### config.mk
export PLATFORM = sky130hd
export DESIGN_NAME = rr_index_encoder
export DESIGN_NICKNAME = d
export VERILOG_FILES = /design/src/rtl/rr_index_encoder_pkg.sv /design/src/rtl/rr_index_encoder_pick.sv /design/src/rtl/rr_index_encoder.sv
export SDC_FILE = /design/constraint.sdc
export NUM_CORES = 1
export LEC_CHECK = 0
export BUFFER_PORTS_ARGS = -buffer_cell sky130_fd_sc_hd__clkbuf_2
export CORE_ASPECT_RATIO = 0.9
export CORE_MARGIN = 2
export CORE_UTILIZATION = 40
export DETAILED_ROUTE_END_ITERATION = 10
export HOLD_SLACK_MARGIN = 0.15
export PLACE_DENSITY = 0.7
export SETUP_SLACK_MARGIN = 0.02
export SYNTH_ARGS = -nofsm -noshare
export SYNTH_HDL_FRONTEND = slang
export SYNTH_HIERARCHICAL = 1
export SYNTH_SLANG_ARGS = --single-unit
### constraint.sdc
create_clock -name clk_i -period 11.95 [get_ports clk_i]
set_input_delay 1.7925 -clock clk_i [delete_from_list [all_inputs] [get_ports clk_i]]
set_output_delay 1.7925 -clock clk_i [all_outputs]
set_load 0.01 [all_outputs]
### src/rtl/rr_index_encoder_pkg.sv
// Shared types and helpers for the round-robin index encoder family.
package rr_index_encoder_pkg;

    // Offer FSM encoding, shared with the other encoder-family blocks.
    typedef enum logic {
        StIdle  = 1'b0,
        StOffer = 1'b1
    } rr_state_e;

    // Index width for n request lines; at least one bit.
    function automatic int unsigned idx_width(input int unsigned n);
        return (n < 2) ? 1 : $clog2(n);
    endfunction

endpackage

### src/rtl/rr_index_encoder_pick.sv
// Combinational round-robin search: first set request at or after ptr, wrapping at N_REQ.
module rr_index_encoder_pick
    import rr_index_encoder_pkg::*;
#(
    parameter int unsigned N_REQ = 8,
    parameter int unsigned IDX_W = idx_width(N_REQ)
) (
    input  logic [N_REQ-1:0] req_i,
    input  logic [IDX_W-1:0] ptr_i,
    output logic [IDX_W-1:0] idx_o,
    output logic             found_o
);

    logic [N_REQ-1:0] rot;
    logic [IDX_W-1:0] off;
    logic [IDX_W:0]   src;
    logic [IDX_W:0]   sum;

    // Rotate so that request ptr lands on bit 0; modulo done without a divider.
    always_comb begin
        rot = '0;
        src = '0;
        for (int unsigned i = 0; i < N_REQ; i++) begin
            src = {1'b0, ptr_i} + (IDX_W+1)'(i);
            if (src >= (IDX_W+1)'(N_REQ)) begin
                src = src - (IDX_W+1)'(N_REQ);
            end
            rot[i] = req_i[src[IDX_W-1:0]];
        end
    end

    // Priority-encode the lowest set bit of the rotated vector.
    always_comb begin
        off     = '0;
        found_o = |rot;
        for (int i = int'(N_REQ) - 1; i >= 0; i--) begin
            if (rot[i]) begin
                off = IDX_W'(i);
            end
        end
    end

    // Un-rotate: add ptr back, wrapping at N_REQ so idx never leaves 0..N_REQ-1.
    always_comb begin
        sum = {1'b0, ptr_i} + {1'b0, off};
        if (sum >= (IDX_W+1)'(N_REQ)) begin
            sum = sum - (IDX_W+1)'(N_REQ);
        end
        idx_o = sum[IDX_W-1:0];
    end

endmodule

### src/rtl/rr_index_encoder.sv
// Round-robin request encoder offering one binary index at a time over valid/ready.
module rr_index_encoder
    import rr_index_encoder_pkg::*;
#(
    parameter  int unsigned N_REQ = 8,
    localparam int unsigned IDX_W = idx_width(N_REQ)
) (
    input  logic             clk_i,
    input  logic             rst_i,
    input  logic [N_REQ-1:0] req_i,
    input  logic             idx_ready_i,
    output logic             idx_valid_o,
    output logic [IDX_W-1:0] idx_o,
    output logic [IDX_W-1:0] ptr_dbg_o
);

    rr_state_e        state_q, state_d;
    logic [IDX_W-1:0] idx_q, idx_d;
    logic [IDX_W-1:0] ptr_q, ptr_d;
    logic [IDX_W:0]   idx_inc;
    logic [IDX_W-1:0] pick_idx;
    logic             pick_found;

    // Search always starts from the pointer that will hold after this cycle, so a
    // transfer and the follow-up offer happen back to back.
    rr_index_encoder_pick #(
        .N_REQ(N_REQ),
        .IDX_W(IDX_W)
    ) u_pick (
        .req_i  (req_i),
        .ptr_i  (ptr_d),
        .idx_o  (pick_idx),
        .found_o(pick_found)
    );

    assign idx_inc = {1'b0, idx_q} + (IDX_W+1)'(1);

    // Pointer advances past the accepted index on a transfer, wrapping to 0.
    always_comb begin
        ptr_d = ptr_q;
        if (state_q == StOffer && idx_ready_i) begin
            if (idx_inc == (IDX_W+1)'(N_REQ)) begin
                ptr_d = '0;
            end else begin
                ptr_d = idx_inc[IDX_W-1:0];
            end
        end
    end

    // Offer FSM next state; an offer is never retracted until accepted.
    always_comb begin
        state_d = state_q;
        idx_d   = idx_q;
        unique case (state_q)
            StIdle: begin
                if (pick_found) begin
                    state_d = StOffer;
                    idx_d   = pick_idx;
                end
            end
            StOffer: begin
                if (idx_ready_i) begin
                    if (pick_found) begin
                        idx_d = pick_idx;
                    end else begin
                        state_d = StIdle;
                    end
                end
            end
            default: state_d = StIdle;
        endcase
    end

    // State, pointer and output registers with synchronous reset.
    always_ff @(posedge clk_i) begin
        if (rst_i) begin
            state_q <= StIdle;
            idx_q   <= '0;
            ptr_q   <= '0;
        end else begin
            state_q <= state_d;
            idx_q   <= idx_d;
            ptr_q   <= ptr_d;
        end
    end

    assign idx_valid_o = (state_q == StOffer);
    assign idx_o       = idx_q;
    assign ptr_dbg_o   = ptr_q;

endmodule

==> summary.md, run 1 <==
| Metric | Value |
|---|---|
| Worst hold slack across all endpoints | ~0.5 ns |
| Portion of netlist area occupied by mux cells | 37.24% |
| Final layout net count | 142 |
| Final instance count without filler cells | approximately 150 |
| Die height | roughly 53 µm |
| Final wirelength | between 2 and 2.5 mm |
| Buffer depth of the longest clock path | 2 |
| Portion of total power attributed to sequential cells | between 10% and 20% |
| Critical path capture point type | flip-flop |
| Number of top-level pins | 18 |
| Cell Count Post-Placement | between 100 and 150 |
| Post-Synth Adder-Cell Area | 6.437% |
| Worst setup timing slack at the placement stage | approximately 6.1 ns |
| Residual DRC count | 1 |
| Cell chain of the critical path | clkbuf_2 > nand2_1 > or2_1 > nand2_1 > inv_1 > ha_1 > mux2_1 > nand2b_1 > o221ai_2 > o211ai_1 > a31oi_1 > a211oi_1 > ha_1 > inv_1 > fa_1 > inv_1 > nand2b_1 > mux2i_1 |
| Net load switching power | 112.1 µW |
| FF/Latch Area | roughly 140 µm² |
| Hold buffer count at cts | 0 |
| Postcts setup bufs | 0 |
| Post-Synth Simple-Gate Area | a little under a fifth |
| Part of the cycle the worst path needs | between 40 and 50% |
| Kind of start point of the critical path | input port |
| Final global-route overflow total | 0 |
| Combinational Power Share | roughly 77% |
| Number of antenna violations at the first check in global routing | 0 |
| Area used by multi-input combinational logic | ~900 µm² |
| Part of the power in the clock network | 9.1% |
| Final HPWL from detailed placement | ~1.9 mm |
| Required time at the endpoint of the critical path | between 10 and 15 ns |
| Drt via density | between 6 and 7 |
| Fill count | roughly 260 |
| Bufs and invs on worst path | 4 |
| Cell with the biggest individual delay on the critical path | nand2_1 |
| Status | finished with violations |
| Layout Skew | ~0.004 ns |
| Total vias in the final route | 934 |
| Worst setup path category | in2reg |
| Cell Int Power | ~120 µW |
| RSZ-0062 raised after global routing | no |
| Root buf cell | clkbuf_4 |
| Clock latency at the later pin of the worst-skew pair | approximately 0.25 ns |
| Areal power density over the cells | a little under 200 nW/µm² |
| Least-Margin Pin Slew | 0.8131 ns |
| Post-route minimum period | about 5.6 ns |
| Total iterations of the first detailed-routing run | 7 |
| Mean instance size in the synthesized netlist | between 9 and 10 µm² |
| Count of buffers inserted at the top-level ports | 17 |
| Area of the die | around 3200 µm² |
| Violated checks | DRC |
| Setup violation total in the final timing report | 0 |
| Number of violations of the max-capacitance limit | 0 |
| Per-cell routed wire length | 15.96 µm |
| Weighted congestion reported at the end of routability-driven placement | 0.8172 |
| Number of inserted diodes | 0 |
| Async set-reset flop share out of synthesis | 0% |
| Flip-flop and latch count after synthesis | 7 |
| Critical Path Max Stage Delay | about 0.61 ns |
| Number of sinks driven by the clock tree | 7 |
| CTS tree | done |
| Largest net degree at the start of global routing | 24 |
| Most common library cell in the layout ignoring fill and taps | clkbuf_2 |
| Static Leakage | between 0.4 and 0.5 nW |
| Cell area after technology mapping | between 1000 and 1500 µm² |
| Count of pins over their slew limit | 0 |
| Cell class contributing the biggest share of worst-path delay | simple AND/OR/NAND/NOR gates |
| Max Fclk | 0.1789 GHz |
| PnR worst setup slack | 6.359 ns |
| Count of yosys warnings during synthesis | 6 |
| Type of the worst min-delay path | reg2reg |
| Setup tns final | 0 ns |
| EDFF count, synth | 0 |
| Standard-cell rows | 17 |
| Post-CTS clock slew at the launch and capture registers of the worst setup and hold paths | 0.05 ns |
| Vias in the first global route | between 800 and 900 |
| Top FF cell, synth | dfxtp_1 |
| CTS Buf Count | 3 |
| Number of gates given a new drive strength after cts | 0 |
| Synth Area in Compound Gates | between 10% and 20% |
| Yosys cell types | 39 |
| Sequential fraction of the synthesis area | between 10% and 20% |
| Endpoint arrival time on the critical path | 5.78 ns |
| Critical path fanouts, max | 23 |
| Global-route wire length before repair | between 4 and 5 mm |
| Dominant combinational cell family by area after synthesis | multiplexers |
| Area of the core region | approximately 2500 µm² |
| Remaining antenna violation count after routing | 0 |
| Final hold viol count | 0 |
| Cells after Synth | 111 |
| Commonest cells after routing, fill and taps aside | clkbuf_2, mux2i_1, nand2_1 |
| Growth of design area from synthesis to finish | 9.770% |
| Worst slew margin relative to its limit | between 40 and 50% |
| Global-route total usage across every layer | 17.36% |
| Xor and xnor area share after synthesis | a little under 5% |
| Most used cell, CP | inv_1 |
| Share of final-layout standard cells stronger than drive strength 1 | 29.60% |
| Net Sw Frac | between 40% and 50% |
| Initial cell density of the core | 43.37% |
| Number of levels the H-tree was split into | 1 |
| Net count after synthesis | between 100 and 150 |
| Worst voltage drop across the vdd grid | slightly above 0.07 mV |
| Width of the chip | just under 60 µm |
| Count of routing violations after the opening detailed-route iteration | 37 |
[cell type report]
cell class | instances | share of cell area, %
multi-input cells | 92 | 74.45
well taps | 28 | 2.932
inverters | 5 | 1.571
flip-flops and latches | 7 | 11.73
clock buffers | 4 | 2.199
repair buffers | 17 | 7.120
[synth_stat cells (2+ instances only)]
cell      number  area, µm²
mux2_2         6      67.56
mux2i_1       12      120.1
nand3_1        5      25.02
xnor2_1        3      26.28
nand2_1        9      33.78
inv_1          5      18.77
nand2b_1       7      43.79
a21boi_1       2      15.01
xor2_1         3      26.28
mux4_2         5      112.6
ha_1           4      50.05
nor2b_1        4      25.02
buf_2          5      25.02
a32oi_1        3      26.28
mux4_1         3      78.83
o221ai_2       2      30.03
o221ai_1       2      17.52
o221a_1        2      22.52
a21oi_1        3      15.01
dfxtp_1        7      140.1
[worst paths after layout]
kind	start	to	slack, ns	cells after the start
max	idx_ready_i	idx_o[1]	6.36	18
min	ptr_dbg_o[0]	ptr_dbg_o[0]	0.49	2
max reg2reg	idx_valid_o	idx_o[1]	7.58	17
min reg2reg	ptr_dbg_o[0]	ptr_dbg_o[0]	0.49	2
[power groups by stage]
stage / registers, mW / logic [mW] / clock network (mW)
final: 0.0339 / 0.181 / 0.0215
after global routing: 0.0345 / 0.199 / 0.0240
after CTS: 0.0340 / 0.181 / 0.0223
after detailed placement: 0.0344 / 0.180 / 0
after global placement: 0.0340 / 0.174 / 0
after floorplan: 0.0362 / 0.147 / 0
[logic make-up (layout without fill, tap and decap cells)]
group                    Yosys count  in the layout
AND/OR/NAND/NOR                   34             34
multiplexers                      28             28
buffers and inverters             12             26
AO/OA/AOI/OAI                     19             19
adder cells (fa/ha/maj)            5              5
flip-flops                         7              7
XOR/XNOR                           6              6
[state kept, by name, indices dropped and copies added, names as in the netlist]
| register | flops |
|---|---|
| idx_o | 3 |
| ptr_dbg_o | 3 |
| idx_valid_o | 1 |
[worst reg2reg max path, stage by stage (launching register included)]
cell      delay [ns]
dfxtp_1         0.37
nand2_1         0.13
or2_1           0.25
nand2_1         0.61
inv_1           0.14
ha_1            0.55
mux2_1          0.38
nand2b_1        0.19
o221ai_2        0.35
o211ai_1        0.15
a31oi_1         0.20
a211oi_1        0.07
ha_1            0.20
inv_1           0.06
fa_1            0.41
inv_1           0.06
nand2b_1        0.05
mux2i_1         0.12
[per-stage QoR]
step | area, µm² | util, % | power, mW
2_1_floorplan | 1089 | - | 0.1834
3_3_place_gp | 1169 | 46.56 | 0.2079
3_5_place_dp | 1169 | 46.56 | 0.2144
4_1_cts | 1195 | 47.61 | 0.2370
5_1_grt | 1195 | 47.61 | 0.2576
6_report | 1195 | 47.61 | 0.2363
[routing by layer]
layer	vias to the layer above	part of all wire, %	global-route usage, %
met5	-	0	0
met4	0	0	3.409
met3	0	5.0	3.667
met2	28	48	30.00
met1	444	47	22.26
li1	462	-	-
(Power assumes the default switching activity.)
==> run 2, diff against run 1 <==
Clock period 11.95 ns to 5.3 ns, I/O delays scaled along.
==> run 2 against run 1 <==
The run still ends with DRC left. Critical path depth shrank 1. Count of clock-buffer cells in the layout is the same. Clock skew shrank 0.0014 ns. Sequential share of layout area shrank 0.073 points. Cell count grew 0.65%. Worst setup slack lost 5.2 ns. Highest routed layer is now met4.
==> summary.md, run 2 (same netlist as run 1, synthesis figures left out) <==
| Metric | Value |
|---|---|
| Areal power density over the cells | 448.2 nW/µm² (+130%) |
| Count of buffers inserted at the top-level ports | 17 (unchanged) |
| Most common library cell in the layout ignoring fill and taps | clkbuf_2 |
| Die height | 53.49 µm (unchanged) |
| Hold Startpoint | ptr_dbg_o[0] |
| Residual DRC count | 1 (unchanged) |
| Total vias in the final route | 944 (+1.1%) |
| Part of the cycle the worst path needs | 78.30% |
| Total iterations of the first detailed-routing run | 7 (unchanged) |
| Final layout net count | 143 (+0.70%) |
| Critical path launch point | idx_ready_i |
| Post-CTS clock slew at the launch and capture registers of the worst setup and hold paths | 0.05 ns (about the same) |
| Width of the chip | 58.99 µm (unchanged) |
| Remaining antenna violation count after routing | 0 (unchanged) |
| Final global-route overflow total | 0 (unchanged) |
| Clock latency at the later pin of the worst-skew pair | 0.25 ns (about the same) |
| Layout Skew | 0.002530 ns (-0.001387 ns) |
| Violated checks | DRC |
| Worst setup path category | in2reg |
| Number of inserted diodes | 0 (unchanged) |
| CTS tree | done |
| Growth of design area from synthesis to finish | 10.46% |
| Number of gates given a new drive strength after cts | 0 (unchanged) |
| Final hold viol count | 0 (unchanged) |
| Endpoint arrival time on the critical path | 4.33 ns (-1.45 ns) |
| Status | finished with violations |
| Postcts setup bufs | 0 (unchanged) |
| Root buf cell | clkbuf_4 |
| Required time at the endpoint of the critical path | 5.48 ns (-6.65 ns) |
| Initial cell density of the core | 43.37% (unchanged) |
| Area of the core region | 2510 µm² (unchanged) |
| Post-layout power | 538.9 µW (+130%) |
| Max Fclk | 0.2410 GHz |
| Kind of start point of the critical path | input port |
| Count of routing violations after the opening detailed-route iteration | 31 (-16%) |
| Share of final-layout standard cells stronger than drive strength 1 | 30.16% (+0.56 points) |
| Hold buffer count at cts | 0 (unchanged) |
| Final HPWL from detailed placement | 1.924 mm (-0.78%) |
| Standard-cell rows | 17 (unchanged) |
| Number of top-level pins | 18 (unchanged) |
| Static Leakage | 0.4808 nW (+1.1%) |
| Weighted congestion reported at the end of routability-driven placement | 0.7493 (-8.3%) |
| Fill count | 247 (-4.6%) |
| Post-route minimum period | approximately 4.1 ns |
| Commonest cells after routing, fill and taps aside | clkbuf_2, mux2i_1, nand2_1 |
| Least-Margin Pin Slew | 0.4071 ns (-0.4060 ns) |
| Critical path capture point type | flip-flop |
| Final wirelength | 2.475 mm (+1.4%) |
| Buffer depth of the longest clock path | 2 (unchanged) |
| Largest net degree at the start of global routing | 23 (-4.2%) |
| Global-route total usage across every layer | 17.83% (+0.47 points) |
| Worst reg2reg startpoint | idx_o[0] |
| RSZ-0062 raised after global routing | no |
| Number of levels the H-tree was split into | 1 (unchanged) |
| Type of the worst min-delay path | reg2reg |
| Setup violation total in the final timing report | 0 (unchanged) |
| CTS Buf Count | 3 (unchanged) |
| Drt via density | 6.130 (+0.41%) |
| Setup tns final | 0 ns (unchanged) |
| Per-cell routed wire length | 16.07 µm (+0.69%) |
| Area of the die | 3155 µm² (unchanged) |
| Count of pins over their slew limit | 0 (unchanged) |
| Critical path fanouts, max | 10 (-57%) |
| Number of sinks driven by the clock tree | 7 (unchanged) |
| Vias in the first global route | 918 (+2.7%) |
| Worst voltage drop across the vdd grid | 0.1513 mV (+110%) |
| Worst slew margin relative to its limit | 72.66% (+27 points) |
| Number of violations of the max-capacitance limit | 0 (unchanged) |
| Number of antenna violations at the first check in global routing | 0 (unchanged) |
| Global-route wire length before repair | 4.236 mm (+3.0%) |
[run 2: changes by cell type in the layout (fill, tap and decap cells not counted)]
cell   previous run  this run
buf_4             0         1
[run 2: cell type report]
type                       count  area (µm²)  area share (%)
multi-input combinational     92       889.6           73.99
sequential                     7       140.1           11.65
inverter                       5       18.77           1.561
clock buffer                   4       26.28           2.185
tap                           28       35.03           2.914
timing repair buffer          18       92.59           7.700
[run 2: power breakdown]
group / switching, mW / internal (mW)
combinational: 0.226 / 0.187
sequential: 0.0109 / 0.0657
clock: 0.0202 / 0.0288
[run 2: final timing paths]
kind	end	slack, ns	cells past startpoint
worst max-delay path	idx_o[1]	1.15	17
worst min-delay path	ptr_dbg_o[0]	0.48	2
worst max register to register	idx_o[1]	1.39	16
worst min register to register	ptr_dbg_o[0]	0.48	2
[run 2: per-layer routing]
metal | track usage (%) | wire length [µm] | share of wire, %
met1 | 22.83 | 1150 | 46
met2 | 30.74 | 1229 | 50
met3 | 2.200 | 82 | 3.3
met4 | 6.061 | 12 | 0.48
met5 | 0 | 0 | 0
[run 2: metrics by stage]
stage	cells	worst slack [ns]	cell area, µm²	util (%)	hold WS, ns
CTS	154	1.176	1202	47.91	0.4855
global placement	150	0.9916	1176	46.86	0.4723
detailed placement	150	0.9036	1176	46.86	0.4780
global route	154	0.8303	1202	47.91	0.5180
floorplan	111	1.102	1089	-	0.5026
finish	154	1.150	1202	47.91	0.4788
[run 2: critical path, stage by stage]
cell and delay (ns):
clkbuf_2 0.09, nand2_1 0.11, mux2_2 0.42, inv_1 0.13, ha_1 0.54, mux2_1 0.38, nand2b_1 0.20, o221ai_2 0.34
o211ai_1 0.14, a31oi_1 0.21, a211oi_1 0.08, ha_1 0.20, inv_1 0.06, fa_1 0.41, inv_1 0.06, nand2b_1 0.05
mux2i_1 0.12
